[src/rtl/parking_sensor_gen.sv]
// rtl/parking_sensor_gen.sv - emulated two-sensor car passage generator with occupancy count
module parking_sensor_gen #(
  parameter int PHASE_CYCLES = 4,
  parameter int GAP_CYCLES   = 2,
  parameter int CAPACITY     = 15,
  parameter int CNT_W        = 4
) (
  input  logic             clk,
  input  logic             rst_n,
  input  logic             cmd_valid,
  input  logic             cmd_dir,
  output logic             cmd_ready,
  output logic             sensor1,
  output logic             sensor2,
  output logic             done,
  output logic             reject,
  output logic [CNT_W-1:0] occupancy
);

  localparam int MAXC = (PHASE_CYCLES > GAP_CYCLES) ? PHASE_CYCLES : GAP_CYCLES;
  localparam int CW   = $clog2(MAXC + 1);
  localparam logic [CW-1:0]    P_LOAD = CW'(PHASE_CYCLES - 1);
  localparam logic [CW-1:0]    G_LOAD = CW'(GAP_CYCLES - 1);
  localparam logic [CNT_W-1:0] CAP    = CNT_W'(CAPACITY);

  typedef enum logic [2:0] {IDLE, LEAD, BOTH, TRAIL, GAP} state_t;

  state_t        state;
  logic [CW-1:0] cnt;
  logic          dir;

  always_ff @(posedge clk or negedge rst_n) begin
    if (!rst_n) begin
      state     <= IDLE;
      cnt       <= P_LOAD;
      dir       <= 1'b0;
      cmd_ready <= 1'b1;
      sensor1   <= 1'b0;
      sensor2   <= 1'b0;
      done      <= 1'b0;
      reject    <= 1'b0;
      occupancy <= '0;
    end else begin
      done   <= 1'b0;
      reject <= 1'b0;
      case (state)
        IDLE: begin
          if (cmd_valid) begin
            // impossible moves are refused without leaving IDLE
            if ((!cmd_dir && occupancy == CAP) || (cmd_dir && occupancy == '0)) begin
              reject <= 1'b1;
            end else begin
              state     <= LEAD;
              cnt       <= P_LOAD;
              dir       <= cmd_dir;
              cmd_ready <= 1'b0;
              sensor1   <= ~cmd_dir;
              sensor2   <= cmd_dir;
            end
          end
        end
        LEAD: begin
          if (cnt == '0) begin
            state   <= BOTH;
            cnt     <= P_LOAD;
            sensor1 <= 1'b1;
            sensor2 <= 1'b1;
          end else begin
            cnt <= cnt - CW'(1);
          end
        end
        BOTH: begin
          if (cnt == '0) begin
            state   <= TRAIL;
            cnt     <= P_LOAD;
            sensor1 <= dir;
            sensor2 <= ~dir;
          end else begin
            cnt <= cnt - CW'(1);
          end
        end
        TRAIL: begin
          if (cnt == '0) begin
            state     <= GAP;
            cnt       <= G_LOAD;
            sensor1   <= 1'b0;
            sensor2   <= 1'b0;
            done      <= 1'b1;
            occupancy <= dir ? occupancy - CNT_W'(1) : occupancy + CNT_W'(1);
          end else begin
            cnt <= cnt - CW'(1);
          end
        end
        GAP: begin
          if (cnt == '0) begin
            state     <= IDLE;
            cnt       <= P_LOAD;
            cmd_ready <= 1'b1;
          end else begin
            cnt <= cnt - CW'(1);
          end
        end
        default: begin
          state     <= IDLE;
          cnt       <= P_LOAD;
          cmd_ready <= 1'b1;
          sensor1   <= 1'b0;
          sensor2   <= 1'b0;
        end
      endcase
    end
  end

endmodule

[config.mk]
export PLATFORM = sky130hd
export DESIGN_NAME = parking_sensor_gen
export DESIGN_NICKNAME = d
export VERILOG_FILES = /design/src/rtl/parking_sensor_gen.sv
export SDC_FILE = /design/constraint.sdc
export NUM_CORES = 1
export LEC_CHECK = 0
export ABC_CLOCK_PERIOD_IN_PS = 1700
export CAP_MARGIN = 0
export CORE_UTILIZATION = 45
export DETAILED_ROUTE_END_ITERATION = 16
export GPL_TIMING_DRIVEN = 0
export PLACE_DENSITY_LB_ADDON = 0.2
export SETUP_SLACK_MARGIN = 0.1
export SYNTH_ARGS = -nofsm -noshare
export SYNTH_HDL_FRONTEND = slang
export SYNTH_SLANG_ARGS = --single-unit
[constraint.sdc]
create_clock -name clk -period 1.7 [get_ports clk]
set_input_delay 0.34 -clock clk [delete_from_list [all_inputs] [get_ports clk]]
set_output_delay 0.34 -clock clk [all_outputs]
set_load 0.05 [all_outputs]
-- Yosys cells after proc, flatten, opt, wreduce, memory -nomap -nowiden
Index checks and enable logic that the tools add are counted.
- bits in registers: 16
- input bits: 4
- output and inout port bits: 9
- add/subtract/negate cells: 3
- eq/ne operators: 11
- muxes and demuxes: 31
- bitwise gates (word level): 5
- reduce and logical (&&, ||, !) cells: 15
- operators with widths (kind ; number):
    two-way mux 3 bit ; 10
    two-way mux 1 bit ; 15
    case mux 3 bit (5 select lines) ; 1
    inequality test 2 bit, second input constant ; 6
    AND reduction 6 bit ; 2
    case mux 1 bit (5 select lines) ; 2
    case mux 3 bit (3 select lines) ; 1
    == test 3 x 2 -> 1 bit, second input constant ; 2
    zero test 3 bit ; 2
    OR reduction 3 bit ; 2
    NOT 1 bit ; 5
    adder 4 x 1 -> 4 bit, second input constant ; 1
    == test 4 bit, second input constant ; 1
    zero test 4 bit ; 1
    two-way mux 4 bit ; 1
    AND reduction 2 bit ; 2
    AND reduction 4 bit ; 1
    subtractor 4 x 1 -> 4 bit, second input constant ; 1
    == test 3 x 1 -> 1 bit, second input constant ; 1
    == test 3 bit, second input constant ; 1
    case mux 1 bit (3 select lines) ; 1
    AND reduction 3 bit ; 1
    subtractor 3 x 1 -> 3 bit, second input constant ; 1
    logical AND 1 bit ; 2
    2 further kinds ; 2

-- Depth between registers and ports, before layout
Gate-level depths: netlist of the first run.
- word-level depth: 6
- mapped depth: 6
- depth with buffers taken out: 5

-- Worst setup path before layout of the first run
Ideal clock, no wire load.
- kind: reg-to-reg
- start point: register occupancy[0]
- end point: register sensor2
- setup time: 0.126 ns
- data arrival time: 1.681 ns
- slack: -0.107 ns
- stages on the path, launching flop included: 5
- clock period less this slack: 1.807 ns
- cell sequence: dfrtp_1 -> and4b_1 -> mux2i_2 -> nand3_1 -> a311o_1
- cells in the longest elaborated chain, start to end: 5
- RTL lines (element ; RTL line ; text):
    from (decl) ; 17 ; output logic [CNT_W-1:0] occupancy
    from (signal assigned) ; 89 ; occupancy <= dir ? occupancy - CNT_W'(1) : occupancy + CNT_W'(1);
    == test 4 bit / zero test 4 bit (equally long branches) ; 50 ; if ((!cmd_dir && occupancy == CAP) || (cmd_dir && occupancy == '0)) begin
    logical AND 1 bit ; 50 ;
    logical OR 1 bit (*) ; 50 ;
    inequality test 2 bit (no source line) (*) ; -- ;
    AND reduction 6 bit (no source line) (*) ; -- ;
    to (signal assigned) ; 58 ; sensor2 <= cmd_dir;
    to (signal assigned) ; 77 ; sensor2 <= ~dir;
    to (decl) ; 14 ; output logic sensor2,
Every way passes the cells marked *; elsewhere a longest branch is shown, timed or not.
A chain may end at the register's enable or synchronous reset.

-- Worst setup path in the final report of the first run
- start point: register occupancy[1]
- end point: register cnt[2]
- cells in the longest elaborated chain, start to end: 5
- RTL lines (element ; RTL line ; text):
    == test 4 bit / zero test 4 bit (equally long branches) ; 50 ;
    logical AND 1 bit ; 50 ;
    logical OR 1 bit (*) ; 50 ;
    inequality test 2 bit (no source line) (*) ; -- ;
    AND reduction 2 bit (no source line) (*) ; -- ;
    to (signal assigned) ; 69 ; cnt <= cnt - CW'(1);
    to (signal assigned) ; 79 ; cnt <= cnt - CW'(1);
    to (signal assigned) ; 91 ; cnt <= cnt - CW'(1);
    to (decl) ; 29 ; logic [CW-1:0] cnt;
Marks and branches as above.

==> results.yml, run 1 <==
status:
  status: "finished, final reports clean"
layout:
  final_util_pct: 62.12
  final_common_cell: "dfrtp_1"
  syn_to_final_growth_pct: 30.74
  num_antenna_cells: 0
  fin_area_um2: 1219
  final_cell_mix: "dfrtp_1 (8), inv_1 (7), nor2_1 (7), nand2_1 (7), a21oi_1 (7)"
  drive_above_1_share_pct: 30.97
  nFillCells: 184
  final_nets: 121
floorplanning:
  initial_core_util_pct: 47.51
  dieArea_um2: 2257
  fp.dieW_um: 47.51
  rows: 16
  core_um2: 1962
  die_y_um: 47.51
  pin_count: 13
synth:
  synthCells: 92
  synth_ff_type: "dfrtp_1"
  seq_area_frac_synth_pct: 43.36
  postSynthNetCount: 99
  yosys.area_share.simple_pct: 19.19
  yosys_warnings: 0
  synth-edff-count: 0
  synth_compound_area_share_pct: 22.15
  syn_area_per_cell_um2: 10.13
  synth-seq-cells: 16
  synthMuxAreaShare_pct: 1.477
  synth_top_family_by_area: "compound AO/OA/AOI/OAI gates"
  synth_cell_type_count: 41
  synth_xor_area_share_pct: 3.758
  synth_area_um2: 932.1
  synth-adder-area-share_pct: 4.832
  synthArstFlopShare_pct: 100.0
power:
  finalPower_mw: 2.544
  p_leak_nw: 0.5317
  peakVddDrop_mv: 1.327
  power_density_nw_per_um2: 2087
critical_path:
  critPathRequiredTime_ns: 1.87
  end_kind: "flip-flop"
  startpoint_type: "flip-flop"
  crit_fanout: 8
  worstPathBufferInverterCount: 0
  ff2ff_path_depth: 4
  crit_path_max_incr_delay_ns: 0.49
  slowest_stage: "dfrtp_2"
  crit_arrival_ns: 1.78
  path_cells: "and4b_1 > mux2i_4 > a21oi_1 > o311a_1"
  cpLargestDelayFamily: "flip-flops"
  critPathKind: "reg2reg"
  crit_cells: 4
clocking:
  cts_tree: "yes"
  cts_sinks: 16
  cts.reportedPaths.clkPinSlew_ns: 0.10
  cts_inserted_buffers: 3
  cts_hold_buf: 0
  clock_latency_ns: 0.28
  clock-root-buffer: "clkbuf_4"
  cts_buffer_depth: 2
  htreeDepth: 1
placement:
  port_buffers: 11
  placed_cell_area_um2: 1116
  finalWeightedCongestion: 0.8242
  place_hpwl_mm: 1.396
  pre_cts_ws_ns: -0.3135
routing:
  drtPass1Iterations: 4
  vias: 802
  drc: 0
  drt_iter0_drc: 20
  ant_nets: 0
  wl_per_cell_um: 14.70
  wl_mm: 2.058
  viasPerCell: 5.729
timing:
  final_hold_viol_count: 0
  tightest_slew_ns: 0.7003
  clock.fmax_mhz: 620.1
  period_needed_ns: 1.613
  final.setup.tns_ns: 0
  setup-violations-final: 0
  fin_crit_sh_pct: 94.86
  finalMaxSlewViolations: 0
  rsz0062_at_grt: "yes"
  skew_ns: 0.009298
  setup_slack_ns: 0.08734
  slew_headroom_pct: 53.17
hold_path:
  min_path_type: "in2reg"
  hold_path_depth: 3
global_routing:
  grt_pass1_vias: 677
  grt_pass1_wl_mm: 3.160
  grtUsageTotal_pct: 20.13
  grt-ovfl-total: 0
  grt_max_degree: 17
  grt_antenna_before_repair: 0
flow_run:
  drv_cap: 0
==> cells by family (layout without fill, tap and decap cells) <==
family                   count (synthesis)  after routing
multiplexers                             1              1
AO/OA/AOI/OAI                           28             28
flip-flops                              16             16
adder cells (fa/ha/maj)                  3              3
buffers and inverters                   12             33
XOR/XNOR                                 4              4
AND/OR/NAND/NOR                         28             28
==> synth_stat cells, drive strengths merged, types with 2 or more instances <==
master,n,area share (%)
a2111oi,2,2.6
a21oi,7,3.8
a311o,2,2.1
buf,2,1.1
clkbuf,3,1.3
dfrtp,13,35
dfstp,3,8.5
ha,2,2.7
inv,7,2.8
nand2,7,2.8
nand3,3,1.6
nor2,7,2.8
nor3,3,2.8
o21ai,5,2.7
xnor2,2,1.9
xor2,2,1.9
==> area by class of cell <==
cell class                      instances  area, um2  share of cell area [%]
Inverter                                7      26.28                   2.156
Tap cell                               27      33.78                   2.772
Buffer                                  5      35.03                   2.875
Timing Repair Buffer                   17      151.4                   12.42
Multi-Input combinational cell         64      535.5                   43.94
Clock buffer                            4      26.28                   2.156
Sequential cell                        16      410.4                   33.68
==> worst paths after layout <==
kind                                    from      endpoint  slack, ns
worst max-delay path            occupancy[1]        cnt[2]       0.09
worst max register to register  occupancy[1]        cnt[2]       0.09
max in group asynchronous              rst_n  occupancy[3]       0.74
min in group asynchronous              rst_n          done       0.47
worst min register to register  occupancy[3]  occupancy[3]       0.55
worst min-delay path               cmd_valid        reject       0.44
==> state kept, by name, indices dropped and copies added, names as in the netlist <==
name       flops
occupancy      4
cnt            3
state          3
cmd_ready      1
dir            1
done           1
reject         1
sensor1        1
sensor2        1
==> layer usage <==
layer  up-vias  GRT usage [%]  part of all wire, %  wire, um
li1        382              -                    -         -
met1       399          29.51                   49      1013
met2        19          29.86                   47       964
met3         2          3.774                  3.3        68
met4         0          6.286                 0.58        12
met5         -              0                    0         0
==> worst reg2reg max path, stage by stage (launching register included) <==
cell,delay (ns)
dfrtp_2,0.49
and4b_1,0.26
mux2i_4,0.30
a21oi_1,0.11
o311a_1,0.34
==> per-stage QoR <==
| stage | hold WS [ns] | std cells |
|---|---|---|
| 4_1_cts | 0.4161 | 136 |
| 3_3_place_gp | 0.5179 | 130 |
| 3_5_place_dp | 0.5259 | 130 |
| 5_1_grt | 0.4612 | 140 |
| 6_report | 0.4438 | 140 |
| 2_1_floorplan | 0.04441 | 92 |
==> where the power goes <==
group / switching [mW] / internal [mW] / total, mW
clock: 0.116 / 0.0911 / 0.208
combinational: 0.911 / 0.641 / 1.55
sequential: 0.211 / 0.573 / 0.784
total: 1.24 / 1.31 / 2.54
==> timing repair <==
item / in CTS / in global routing
hold endpoints to repair: 0 / 0
pin swaps: 2 / 7
resized for setup: 20 / 12
setup buffers: 2 / 4
endpoints found under the setup margin: 14 / 10
Power figures use the tool's default switching activity.
==> run 2, diff against run 1 <==
GPL_TIMING_DRIVEN = unset   (was 0)
==> run 2 against run 1 <==
  * Sequential power is 2% higher
  * Cell count rose by 2.1%
  * Power grew 4.4%
  * Global-route usage increased by 1.5 points
  * Setup slack improved by 0.052 ns
  * Maximum frequency up 3.3%
  * Utilization up 2.2 points
  * First-iteration DRC count decreased by 50%
  * Clock skew fell by 0.00054 ns
  * Sequential share of layout area shrank 1.0 points
  * Combinational power rose by 3%
  * Routed wire length is 3.8% lower
  * Largest cell class unchanged
==> results.yml, run 2 (synthesized netlist as in run 1, its figures left out) <==
layout:
  drive_above_1_share_pct: 38.79
  final_common_cell: "buf_4"
  final_util_pct: 64.29
  final_nets: 124
  syn_to_final_growth_pct: 35.30
  nFillCells: 160
  largestRegisters: "occupancy (4), cnt (3), state (3)"
  largest_reg_flops: 4
  regMostFlops: "occupancy"
  final_cell_mix: "buf_4 (20), inv_1 (7), nor2_1 (7), nand2_1 (7), dfrtp_1 (7)"
  num_antenna_cells: 0
  fin_area_um2: 1261
timing:
  period_needed_ns: 1.561
  rsz0062_at_grt: "yes"
  slew_headroom_pct: 75.94
  fin_crit_sh_pct: 91.81
  tightest_slew_ns: 0.3518
  holdWs_ns: 0.3465
  skew_ns: 0.008756
  finalMaxSlewViolations: 0
  setup_slack_ns: 0.1392
  setup-violations-final: 0
  clock.fmax_mhz: 640.7
  final_hold_viol_count: 0
routing:
  vias: 782
  drt-met1-wl_mm: 1.026
  viasPerCell: 5.469
  drt_iter0_drc: 10
  ant_nets: 0
  highest_layer: "met4"
  wl_met3_um: 49
  drtPass1Iterations: 4
  wl_per_cell_um: 13.85
  wl_mm: 1.980
  dr_wl_met2_um: 884
  drc: 0
floorplanning:
  core_um2: 1962
  initial_core_util_pct: 47.51
  pin_count: 13
  dieArea_um2: 2257
  fp.dieW_um: 47.51
  die_y_um: 47.51
  rows: 16
clocking:
  cts_tree: "yes"
  cts_sinks: 16
  cts_hold_buf: 0
  cts.reportedPaths.clkPinSlew_ns: 0.10
  cts_buffer_depth: 2
  htreeDepth: 1
  cts_inserted_buffers: 3
  clock-root-buffer: "clkbuf_4"
  clock_latency_ns: 0.30
status:
  status: "finished, final reports clean"
critical_path:
  crit_path_max_incr_delay_ns: 0.49
  critPathRequiredTime_ns: 1.88
  reg2reg_slack_ns: 0.14
  cpLargestDelayFamily: "flip-flops"
  worstPathBufferInverterCount: 0
  crit_arrival_ns: 1.75
  startpoint_type: "flip-flop"
  crit_fanout: 8
  slowest_stage: "dfrtp_2"
  worst_setup_path_startpoint: "occupancy[1]"
  rr_startpoint: "occupancy[1]"
  critPathKind: "reg2reg"
  end_kind: "flip-flop"
  path_cells: "and4b_1 > mux2i_4 > nand3_2 > a311o_1"
power:
  peakVddDrop_mv: 1.392
  finalPower_mw: 2.656
  power_density_nw_per_um2: 2106
  p_leak_nw: 0.5620
placement:
  pre_cts_ws_ns: -0.2135
  place_hpwl_mm: 1.437
  placed_cell_area_um2: 1174
  port_buffers: 12
  finalWeightedCongestion: 0.7647
global_routing:
  grt_max_degree: 17
  grt_pass1_vias: 718
  grtUsageTotal_pct: 21.59
  grt_antenna_before_repair: 0
  grt_pass1_wl_mm: 3.291
  grt-ovfl-total: 0
flow_run:
  drv_cap: 0
hold_path:
  min_path_type: "in2async"
[run 2: cell types whose count changed in the layout (fill, tap and decap cells not counted), moves of 2 or more]
cell,change
buf_12,+2
buf_4,+14
buf_6,-2
clkbuf_1,-2
clkbuf_2,-2
clkdlybuf4s15_2,-3
dlygate4sd2_1,-5
[run 2: through the flow]
step           cells  TNS (ns)
6_report         143         0
5_1_grt          143         0
4_1_cts          139         0
3_5_place_dp     135    -1.166
3_3_place_gp     135    -1.035
2_1_floorplan     92         0
[run 2: repair_timing]
action | 4_1_cts | 5_1_grt
setup endpoints to repair | 2 | 6
resized for setup | 1 | 4
buffers inserted | 0 | 4
pin swaps | 0 | 4
[run 2: layout make-up]
class / instances / area [um2] / area share [%]
Tap cell: 27 / 33.78 / 2.679
Timing Repair Buffer: 25 / 222.7 / 17.66
Sequential cell: 16 / 411.6 / 32.64
Multi-Input combinational cell: 64 / 530.5 / 42.06
Clock buffer: 4 / 36.28 / 2.877
Inverter: 7 / 26.28 / 2.083
[run 2: layer usage]
layer | vias up | global-route usage, %
met3 | 2 | 5.283
li1 | 389 | -
met5 | - | 0
met2 | 16 | 29.32
met4 | 0 | 10.29
met1 | 375 | 31.70
[run 2: worst paths after layout]
check / endpoint / cells past startpoint
max: sensor1 / 4
min: done / 2
max reg2reg: sensor1 / 4
min reg2reg: occupancy[3] / 1
max in group asynchronous: cnt[1] / 2
min in group clk: occupancy[3] / 1
[run 2: report_power, final]
part	leakage (nW)	internal, mW	switching (mW)
Clock	0.0210	0.131	0.133
Sequential	0.189	0.574	0.224
Combinational	0.352	0.706	0.888
Total	0.562	1.41	1.24
